[src/rtl/la_iodirctl_pkg.sv]
// rtl/la_iodirctl_pkg.sv - shared state encoding and counter widths for la_iodirctl
package la_iodirctl_pkg;

  localparam int TURN_CNT_W = 4;
  localparam int HOLD_CNT_W = 8;

  typedef enum logic [1:0] {
    ST_IDLE  = 2'd0,
    ST_OWN_A = 2'd1,
    ST_OWN_B = 2'd2,
    ST_TURN  = 2'd3
  } state_t;

  localparam logic [HOLD_CNT_W-1:0] HOLD_SAT = '1;

  // Saturating increment so a long-waiting peer cannot wrap the hold count.
  function automatic logic [HOLD_CNT_W-1:0] sat_inc(input logic [HOLD_CNT_W-1:0] v);
    return (v == HOLD_SAT) ? v : v + HOLD_CNT_W'(1);
  endfunction

endpackage

[src/rtl/la_iodirctl_timer.sv]
// rtl/la_iodirctl_timer.sv - loadable down-counter with zero flag for turnaround timing
module la_iodirctl_timer
  import la_iodirctl_pkg::*;
(
  input  logic                  clk,
  input  logic                  reset,
  input  logic                  load,
  input  logic [TURN_CNT_W-1:0] load_value,
  input  logic                  en,
  output logic                  zero
);

  logic [TURN_CNT_W-1:0] count;

  always_ff @(posedge clk or posedge reset) begin
    if (reset) begin
      count <= '0;
    end else if (load) begin
      count <= load_value;
    end else if (en && (count != '0)) begin
      count <= count - TURN_CNT_W'(1);
    end
  end

  assign zero = (count == '0);

endmodule

[src/rtl/la_iodirctl.sv]
// rtl/la_iodirctl.sv - direction arbiter with dead-time turnaround for a bidirectional link
module la_iodirctl
  import la_iodirctl_pkg::*;
#(
  parameter int TURN    = 2,
  parameter int MAXHOLD = 8
) (
  input  logic clk,
  input  logic reset,
  input  logic req_a,
  input  logic req_b,
  output logic gnt_a,
  output logic gnt_b,
  output logic a2b,
  output logic turn
);

  localparam logic [TURN_CNT_W-1:0] TURN_LOAD = TURN_CNT_W'(TURN - 1);
  localparam bit                    HOLD_EN   = (MAXHOLD != 0);
  localparam logic [HOLD_CNT_W-1:0] HOLD_LIM  = HOLD_EN ? HOLD_CNT_W'(MAXHOLD - 1) : '0;

  state_t                state_q, state_d;
  logic                  a2b_q, a2b_d;
  logic                  tgt_a_q, tgt_a_d;
  logic                  last_a_q, last_a_d;
  logic [HOLD_CNT_W-1:0] hold_q, hold_d;
  logic                  pick_a;
  logic                  tmr_load;
  logic                  tmr_zero;

  la_iodirctl_timer u_timer (
    .clk        (clk),
    .reset      (reset),
    .load       (tmr_load),
    .load_value (TURN_LOAD),
    .en         (state_q == ST_TURN),
    .zero       (tmr_zero)
  );

  // last_a resets to 0 (B last owned) so A wins the first tie.
  always_ff @(posedge clk or posedge reset) begin
    if (reset) begin
      state_q  <= ST_IDLE;
      a2b_q    <= 1'b1;
      tgt_a_q  <= 1'b0;
      last_a_q <= 1'b0;
      hold_q   <= '0;
    end else begin
      state_q  <= state_d;
      a2b_q    <= a2b_d;
      tgt_a_q  <= tgt_a_d;
      last_a_q <= last_a_d;
      hold_q   <= hold_d;
    end
  end

  always_comb begin
    state_d  = state_q;
    a2b_d    = a2b_q;
    tgt_a_d  = tgt_a_q;
    last_a_d = last_a_q;
    hold_d   = '0;
    pick_a   = 1'b0;
    tmr_load = 1'b0;
    case (state_q)
      ST_IDLE: begin
        if (req_a || req_b) begin
          pick_a  = req_a && (!req_b || !last_a_q);
          tgt_a_d = pick_a;
          if (pick_a == a2b_q) begin
            state_d  = pick_a ? ST_OWN_A : ST_OWN_B;
            last_a_d = pick_a;
          end else begin
            state_d  = ST_TURN;
            a2b_d    = ~a2b_q;
            tmr_load = 1'b1;
          end
        end
      end
      ST_OWN_A: begin
        if (!req_a) begin
          state_d = ST_IDLE;
        end else if (req_b && HOLD_EN && (hold_q >= HOLD_LIM)) begin
          state_d  = ST_TURN;
          a2b_d    = 1'b0;
          tgt_a_d  = 1'b0;
          tmr_load = 1'b1;
        end else begin
          hold_d = req_b ? sat_inc(hold_q) : hold_q;
        end
      end
      ST_OWN_B: begin
        if (!req_b) begin
          state_d = ST_IDLE;
        end else if (req_a && HOLD_EN && (hold_q >= HOLD_LIM)) begin
          state_d  = ST_TURN;
          a2b_d    = 1'b1;
          tgt_a_d  = 1'b1;
          tmr_load = 1'b1;
        end else begin
          hold_d = req_a ? sat_inc(hold_q) : hold_q;
        end
      end
      ST_TURN: begin
        // Only the target's request matters; the other side waits for IDLE.
        if (tmr_zero) begin
          if (tgt_a_q ? req_a : req_b) begin
            state_d  = tgt_a_q ? ST_OWN_A : ST_OWN_B;
            last_a_d = tgt_a_q;
          end else begin
            state_d = ST_IDLE;
          end
        end
      end
      default: state_d = ST_IDLE;
    endcase
  end

  assign gnt_a = (state_q == ST_OWN_A);
  assign gnt_b = (state_q == ST_OWN_B);
  assign turn  = (state_q == ST_TURN);
  assign a2b   = a2b_q;

endmodule

[config.mk]
export PLATFORM = sky130hd
export DESIGN_NAME = la_iodirctl
export DESIGN_NICKNAME = d
export VERILOG_FILES = /design/src/rtl/la_iodirctl_pkg.sv /design/src/rtl/la_iodirctl_timer.sv /design/src/rtl/la_iodirctl.sv
export SDC_FILE = /design/constraint.sdc
export NUM_CORES = 1
export LEC_CHECK = 0
export BUFFER_PORTS_ARGS = -buffer_cell sky130_fd_sc_hd__clkbuf_2
export CELL_PAD_IN_SITES_DETAIL_PLACEMENT = 0
export CELL_PAD_IN_SITES_GLOBAL_PLACEMENT = 1
export CORE_ASPECT_RATIO = 0.5
export CORE_UTILIZATION = 40
export DETAILED_ROUTE_END_ITERATION = 10
export PLACE_DENSITY = 0.8
export SKIP_CTS_REPAIR_TIMING = 1
export SLEW_MARGIN = 10
export SYNTH_ARGS = -nofsm -noshare
export SYNTH_HDL_FRONTEND = slang
export SYNTH_HIERARCHICAL = 1
export SYNTH_SLANG_ARGS = --single-unit
[constraint.sdc]
create_clock -name clk -period 3.5 [get_ports clk]
set_input_delay 1.05 -clock clk [delete_from_list [all_inputs] [get_ports clk]]
set_output_delay 1.05 -clock clk [all_outputs]
set_load 0.01 [all_outputs]
==> out/qor.yml, run 1 <==
route:
  dr.first_iter.drc_count: 29
  drc_errors: 0
  viasPerCell: 5.16
  totalWireLength_mm: 2.30
  via_count: 913
  ant_nets: 0
  avgRoutedWirePerCell_microns: 13.0
  drt_pass1_iterations: 4
synthesis:
  avgSynthCellArea_sq_um: 9.04
  netlist_top_cells_count: "dfrtp_1 (16), nand2_1 (14), inv_1 (12), nor2_1 (11), ha_1 (8)"
  ys.flop_type: "dfrtp_1"
  synth_edf_count: 0
  ys_seq_area_share_pct: 36.0
  synthArstFlopShare_pct: 100
  ys_ff_latch: 17
  synth_cell_types: 46
  synth_area_sq_um: 1180
  synth_top_area_share_pct: 33.8
  postSynthCellCount: 131
  synth_most_common_cell: "dfrtp_1"
  yosysTopAreaCell: "dfrtp_1"
  yosysWarnings: 6
  synth_area_leaders: "dfrtp_1 (34%), ha_1 (8.5%), nand2_1 (4.4%)"
critical_path:
  crit_fanout: 11
  worstRegToRegCells: 8
  path_class: "in -> reg"
  crit_slowest_cell: "nor2_1"
  arrival_ns: 2.81
  path_buf_inv: 1
  worstPathCellList: "clkbuf_2, nand2_1, ha_1, a22o_1, a32oi_1, nor2_1, nor3_1, a221o_1"
  endpoint_kind: "flop"
  r2r_setup_slack_ns: 1.29
  cp-start-kind: "primary input"
  critical_path_depth: 8
  critPathMaxStageDelay_ns: 0.42
  cp_top_family: "simple AND/OR/NAND/NOR gates"
  crit_required_ns: 3.64
power_and_ir_drop:
  seqPwrFrac_pct: 29.8
  power_mw: 1.05
  irDropWorstVdd_mv: 0.315
  combPwrFrac_pct: 55.5
  power.net_switching_uw: 452
  pwr-share-clk_pct: 14.8
  p_int_uw: 598
  power_density_nw_per_um2: 813
  swShare_pct: 43.0
  p_leak_nw: 0.589
finish:
  drive_gt1_share_pct: 17.9
  nets: 153
  fin_area_sq_um: 1290
  final_cell_count_no_fill: 177
  syn_to_final_growth_pct: 9.09
  n_fill_cell: 288
  antenna_cells: 0
die:
  row_count: 13
  die_y_microns: 40.5
  dieArea_sq_um: 3190
  coreArea_sq_um: 2700
  ios: 8
  die_w_microns: 78.9
  floorplan.initialDensity_pct: 43.8
hold_path:
  hold_class: "reg -> reg"
  worstHoldPathCells: 1
global_route:
  grt_pass1_wl_mm: 3.78
  overflow: 0
  grt_pass1_vias: 796
  antenna_found_initial: 0
  grtUsageTotal_pct: 16.4
  grt_max_degree: 15
placed_design:
  dp_cells: 173
  gp_congestion: 0.769
  placed_area_sq_um: 1240
  port_buffers: 7
  dpl.hpwl_mm: 1.71
sta:
  finalSetupViolCount: 0
  tightest_slew_ns: 0.526
  rsz0062_at_grt: "false"
  tns_ns: 0
  slew-limit-headroom_pct: 64.9
  drv_slew: 0
  period_share_pct: 76.3
  finalHoldViolCount: 0
  skew_ns: 0.00553
  min_period_ns: 2.67
  max_clock_freq_ghz: 0.375
run:
  cap_violations: 0
clock_tree:
  htreeDepth: 1
  clock_sinks: 17
  cts_buffers: 3
  root_buffer: "clkbuf_8"
  clk_pin_slew_ns: 0.07
  cts_buffer_depth: 2
  clk_latency_ns: 0.26
  tritoncts: "built"
outcome:
  status: "finished clean"
==> worst paths after layout <==
kind | startpoint | endpoint
worst min-delay path | last_a_q | last_a_q
worst min register to register | last_a_q | last_a_q
worst max-delay path | req_a | u_timer/count[3]
worst max register to register | hold_q[0] | u_timer/count[3]
max in group asynchronous | reset | a2b
min in group asynchronous | reset | u_timer/count[0]
==> power by group through the flow <==
| stage | Sequential (mW) | Combinational, mW | Clock, mW |
|---|---|---|---|
| 3_5_place_dp | 0.316 | 0.588 | 0 |
| 5_1_grt | 0.324 | 0.654 | 0.165 |
| 4_1_cts | 0.313 | 0.587 | 0.157 |
| 3_3_place_gp | 0.316 | 0.578 | 0 |
| 6_report | 0.312 | 0.583 | 0.155 |
| 2_1_floorplan | 0.307 | 0.472 | 0 |
==> cells by family (layout without fill, tap and decap cells) <==
| kind of cell | after synthesis | after routing | share of synthesized area (%) |
|---|---|---|---|
| fa+ha+maj | 8 | 8 | 8.46 |
| xor+xnor | 3 | 3 | 2.22 |
| compound gates | 35 | 35 | 22.2 |
| buf+inv | 16 | 23 | 6.13 |
| mux | 3 | 3 | 2.75 |
| other cells | 2 | 4 | 0.634 |
| flops | 17 | 17 | 36.0 |
| simple gates | 47 | 47 | 21.6 |
==> stage by stage <==
| stage | utilization, % | setup WS, ns | hold slack (ns) |
|---|---|---|---|
| after floorplan | - | 0.891 | 0.479 |
| after global placement | 46.1 | 0.650 | 0.508 |
| after detailed placement | 46.1 | 0.566 | 0.507 |
| after CTS | 47.8 | 0.846 | 0.523 |
| after global routing | 47.8 | 0.681 | 0.553 |
| final | 47.8 | 0.831 | 0.522 |
==> placed cells by master (no fill, tap or decap), types with 2 or more instances in the layout <==
cell       n
dfrtp_1   16
nand2_1   14
inv_1     12
nor2_1    11
ha_1       8
o21ai_0    7
clkbuf_2   7
nor3_1     5
nand2b_1   4
a21oi_1    4
conb_1     4
o22ai_1    3
nand3_1    3
xnor2_1    3
clkbuf_8   3
and2_1     2
mux2_2     2
a221o_1    2
a21oi_2    2
nor3b_1    2
o21ai_1    2
==> metal layers <==
layer | up-vias | global-route usage (%) | part of all wire (%) | wire (microns)
met1 | 434 | 20.7 | 50 | 1150
met2 | 5 | 28.5 | 47 | 1080
met5 | - | 0 | 0 | 0
met3 | 2 | 5.45 | 2.7 | 63
li1 | 472 | - | - | -
met4 | 0 | 2.73 | 0.69 | 16
==> sequential cells by signal (all words and copies together), names as in the netlist <==
name / flops
a2b: 1
hold_q: 8
state_q: 2
u_timer/count: 4
last_a_q: 1
tgt_a_q: 1
==> cell type report <==
| class | count | area [sq um] | share of cell area (%) |
|---|---|---|---|
| multi-input combinational | 100 | 692 | 53.6 |
| sequential | 17 | 427 | 33.0 |
| tap | 37 | 46.3 | 3.59 |
| inverter | 12 | 45.0 | 3.49 |
| clock buffer | 3 | 41.3 | 3.20 |
| timing repair buffer | 7 | 35.0 | 2.71 |
| clock inverter | 1 | 5.00 | 0.388 |
(Power assumes the default switching activity.)
==> run 2: changes to the inputs <==
--- a/config.mk
+++ b/config.mk
@@ -11,7 +11,7 @@
 export CORE_ASPECT_RATIO = 0.5
 export CORE_UTILIZATION = 40
 export DETAILED_ROUTE_END_ITERATION = 10
-export PLACE_DENSITY = 0.8
+export PLACE_DENSITY = 0.83
 export SKIP_CTS_REPAIR_TIMING = 1
 export SLEW_MARGIN = 10
 export SYNTH_ARGS = -nofsm -noshare
==> constraint.sdc (replaced) <==
create_clock -name clk -period 2.3 [get_ports clk]
set_input_delay 0.69 -clock clk [delete_from_list [all_inputs] [get_ports clk]]
set_output_delay 0.69 -clock clk [all_outputs]
set_load 0.01 [all_outputs]
==> run 2 against run 1 <==
  * Sequential power rose by 52%
  * Clock power rose by 48%
  * Sequential cell count is the same
  * Sequential share of layout area decreased by 1.5 points
  * Clock skew fell by 0.0019 ns
  * Hold slack lost 0.22 ns
  * Final cell count rose by 4.5%
  * Die area unchanged
==> out/qor.yml, run 2 (synthesis results as in run 1) <==
outcome:
  status: "finished clean"
placed_design:
  dp_slack_ns: 0.0274  # -0.539 ns
  port_buffers: 7  # unchanged
  dpl.hpwl_mm: 1.81  # +5.6%
  placed_area_sq_um: 1310  # +4.8%
  gp_congestion: 0.828  # +7.6%
finish:
  largestRegisters: "hold_q x8, u_timer/count x4, state_q x2"
  nets: 161  # +5.2%
  largest_reg_flops: 8  # unchanged
  final_common_cell: "dfrtp_1"
  syn_to_final_growth_pct: 14.2
  fin_area_sq_um: 1350  # +4.7%
  antenna_cells: 0  # unchanged
  drive_gt1_share_pct: 22.3  # +4.4 points
  regMostFlops: "hold_q"
  mostFrequentLayoutCells: "dfrtp_1 (16), nand2_1 (14), inv_1 (12)"
route:
  wl_met2_mm: 1.06  # -1.6%
  ant_nets: 0  # unchanged
  dr.first_iter.drc_count: 47  # +62%
  viasPerCell: 5.11  # -0.87%
  drc_errors: 0  # unchanged
  avgRoutedWirePerCell_microns: 12.7  # -2.3%
  via_count: 946  # +3.6%
  met3_wirelength_microns: 48  # -24%
  wl_met1_mm: 1.22  # +6.2%
  top_layer_used: "met4"
  totalWireLength_mm: 2.35  # +2.1%
  drt_pass1_iterations: 4  # unchanged
critical_path:
  r2r_end: "last_a_q"
  critPathMostFrequentCell: "inv_1"
  cp-startpoint: "u_timer/count[0]"
  crit_slowest_cell: "or3b_4"
  path_class: "reg -> reg"
  r2r_setup_slack_ns: 0.27  # -1.02 ns
  critPathMaxStageDelay_ns: 0.43  # about the same
  reg2reg_from: "u_timer/count[0]"
  cp-start-kind: "flop"
  worstRegToRegCells: 7  # -1
  endpoint_kind: "flop"
  arrival_ns: 2.17  # -0.64 ns
  worstPathCellList: "inv_1, ha_1, or3b_4, inv_1, o22ai_1, a211oi_1, mux2_2"
  endpoint: "last_a_q"
  crit_fanout: 5  # -6
  crit_required_ns: 2.44  # -1.20 ns
power_and_ir_drop:
  combPwrFrac_pct: 57.0  # +1.5 points
  power.net_switching_uw: 686  # +52%
  irDropWorstVdd_mv: 0.618  # +96%
  pwr-share-clk_pct: 14.0  # -0.8 points
  power_density_nw_per_um2: 1210  # +49%
  p_int_uw: 953  # +59%
  seqPwrFrac_pct: 29.0  # -0.8 points
  swShare_pct: 41.8  # -1.2 points
  p_leak_nw: 0.629  # +6.9%
clock_tree:
  cts_buffers: 3  # unchanged
  root_buffer: "clkbuf_8"
  clk_latency_ns: 0.26  # about the same
  cts_buffer_depth: 2  # unchanged
  htreeDepth: 1  # unchanged
  clk_pin_slew_ns: 0.07  # about the same
  tritoncts: "built"
  clock_sinks: 17  # unchanged
global_route:
  overflow: 0  # unchanged
  antenna_found_initial: 0  # unchanged
  grtUsageTotal_pct: 17.2  # +0.81 points
  grt_pass1_vias: 879  # +10%
  grt_pass1_wl_mm: 3.91  # +3.5%
  grt_max_degree: 14  # -1
die:
  coreArea_sq_um: 2700  # unchanged
  dieArea_sq_um: 3190  # unchanged
  floorplan.initialDensity_pct: 43.8  # unchanged
  die_y_microns: 40.5  # unchanged
  ios: 8  # unchanged
  die_w_microns: 78.9  # unchanged
  row_count: 13  # unchanged
sta:
  tightest_slew_ns: 0.547  # +0.0215 ns
  skew_ns: 0.00360  # -0.00194 ns
  min_period_ns: 2.03
  fin_ws_ns: 0.269  # -0.561 ns
  tns_ns: 0  # unchanged
  period_share_pct: 88.3
  rsz0062_at_grt: "false"
  max_clock_freq_ghz: 0.492
  drv_slew: 0  # unchanged
  finalSetupViolCount: 0  # unchanged
  slew-limit-headroom_pct: 63.5  # -1.4 points
  finalHoldViolCount: 0  # unchanged
hold_path:
  hold_class: "in -> async"
run:
  cap_violations: 0  # unchanged
[run 2: cell count changes in the layout (fill, tap and decap cells not counted)]
cell / before / now
buf_4: 0 / 8
[run 2: critical path: cells and delay by family, from the launching register on]
| kind | cells | cell delay, ns |
|---|---|---|
| AND/OR/NAND/NOR | 1 | 0.43 |
| flip-flops | 1 | 0.39 |
| AO/OA/AOI/OAI | 2 | 0.37 |
| multiplexers | 1 | 0.36 |
| adder cells (fa/ha/maj) | 1 | 0.21 |
| buffers and inverters | 2 | 0.17 |
[run 2: worst min path at each step]
stage,endpoint,depth (start not counted)
final,u_timer/count[3],2
after global routing,u_timer/count[3],2
after CTS,u_timer/count[3],2
after detailed placement,last_a_q,1
after global placement,last_a_q,1
after floorplan,u_timer/count[0],1
[run 2: routing by layer]
| layer | track usage, % | vias to the layer above |
|---|---|---|
| met5 | 0 | - |
| met4 | 5.45 | 0 |
| met3 | 4.77 | 4 |
| met2 | 30.7 | 4 |
| met1 | 21.1 | 450 |
| li1 | - | 488 |
[run 2: power groups by stage]
stage | combinational (mW) | clock (mW) | sequential, mW
after detailed placement | 0.934 | 0 | 0.484
after CTS | 0.938 | 0.238 | 0.477
after global placement | 0.920 | 0 | 0.480
after floorplan | 0.719 | 0 | 0.467
final | 0.934 | 0.230 | 0.475
after global routing | 1.05 | 0.253 | 0.488
[run 2: area by class of cell]
class,instances,area [sq um]
Clock inverter,1,5.00
Tap cell,37,46.3
Fill cell,263,1350
Clock buffer,3,41.3
Multi-Input combinational cell,100,692
Inverter,12,45.0
Timing Repair Buffer,15,95.1
Sequential cell,17,427
[run 2: metrics by stage]
| stage | power, mW | cells | hold slack, ns | utilization, % |
|---|---|---|---|---|
| finish | 1.64 | 185 | 0.307 | 50.0 |
| detailed placement | 1.42 | 181 | 0.502 | 48.3 |
| CTS | 1.65 | 185 | 0.306 | 50.0 |
| global route | 1.79 | 185 | 0.319 | 50.0 |
| global placement | 1.40 | 181 | 0.496 | 48.3 |
| floorplan | 1.19 | 133 | 0.456 | - |
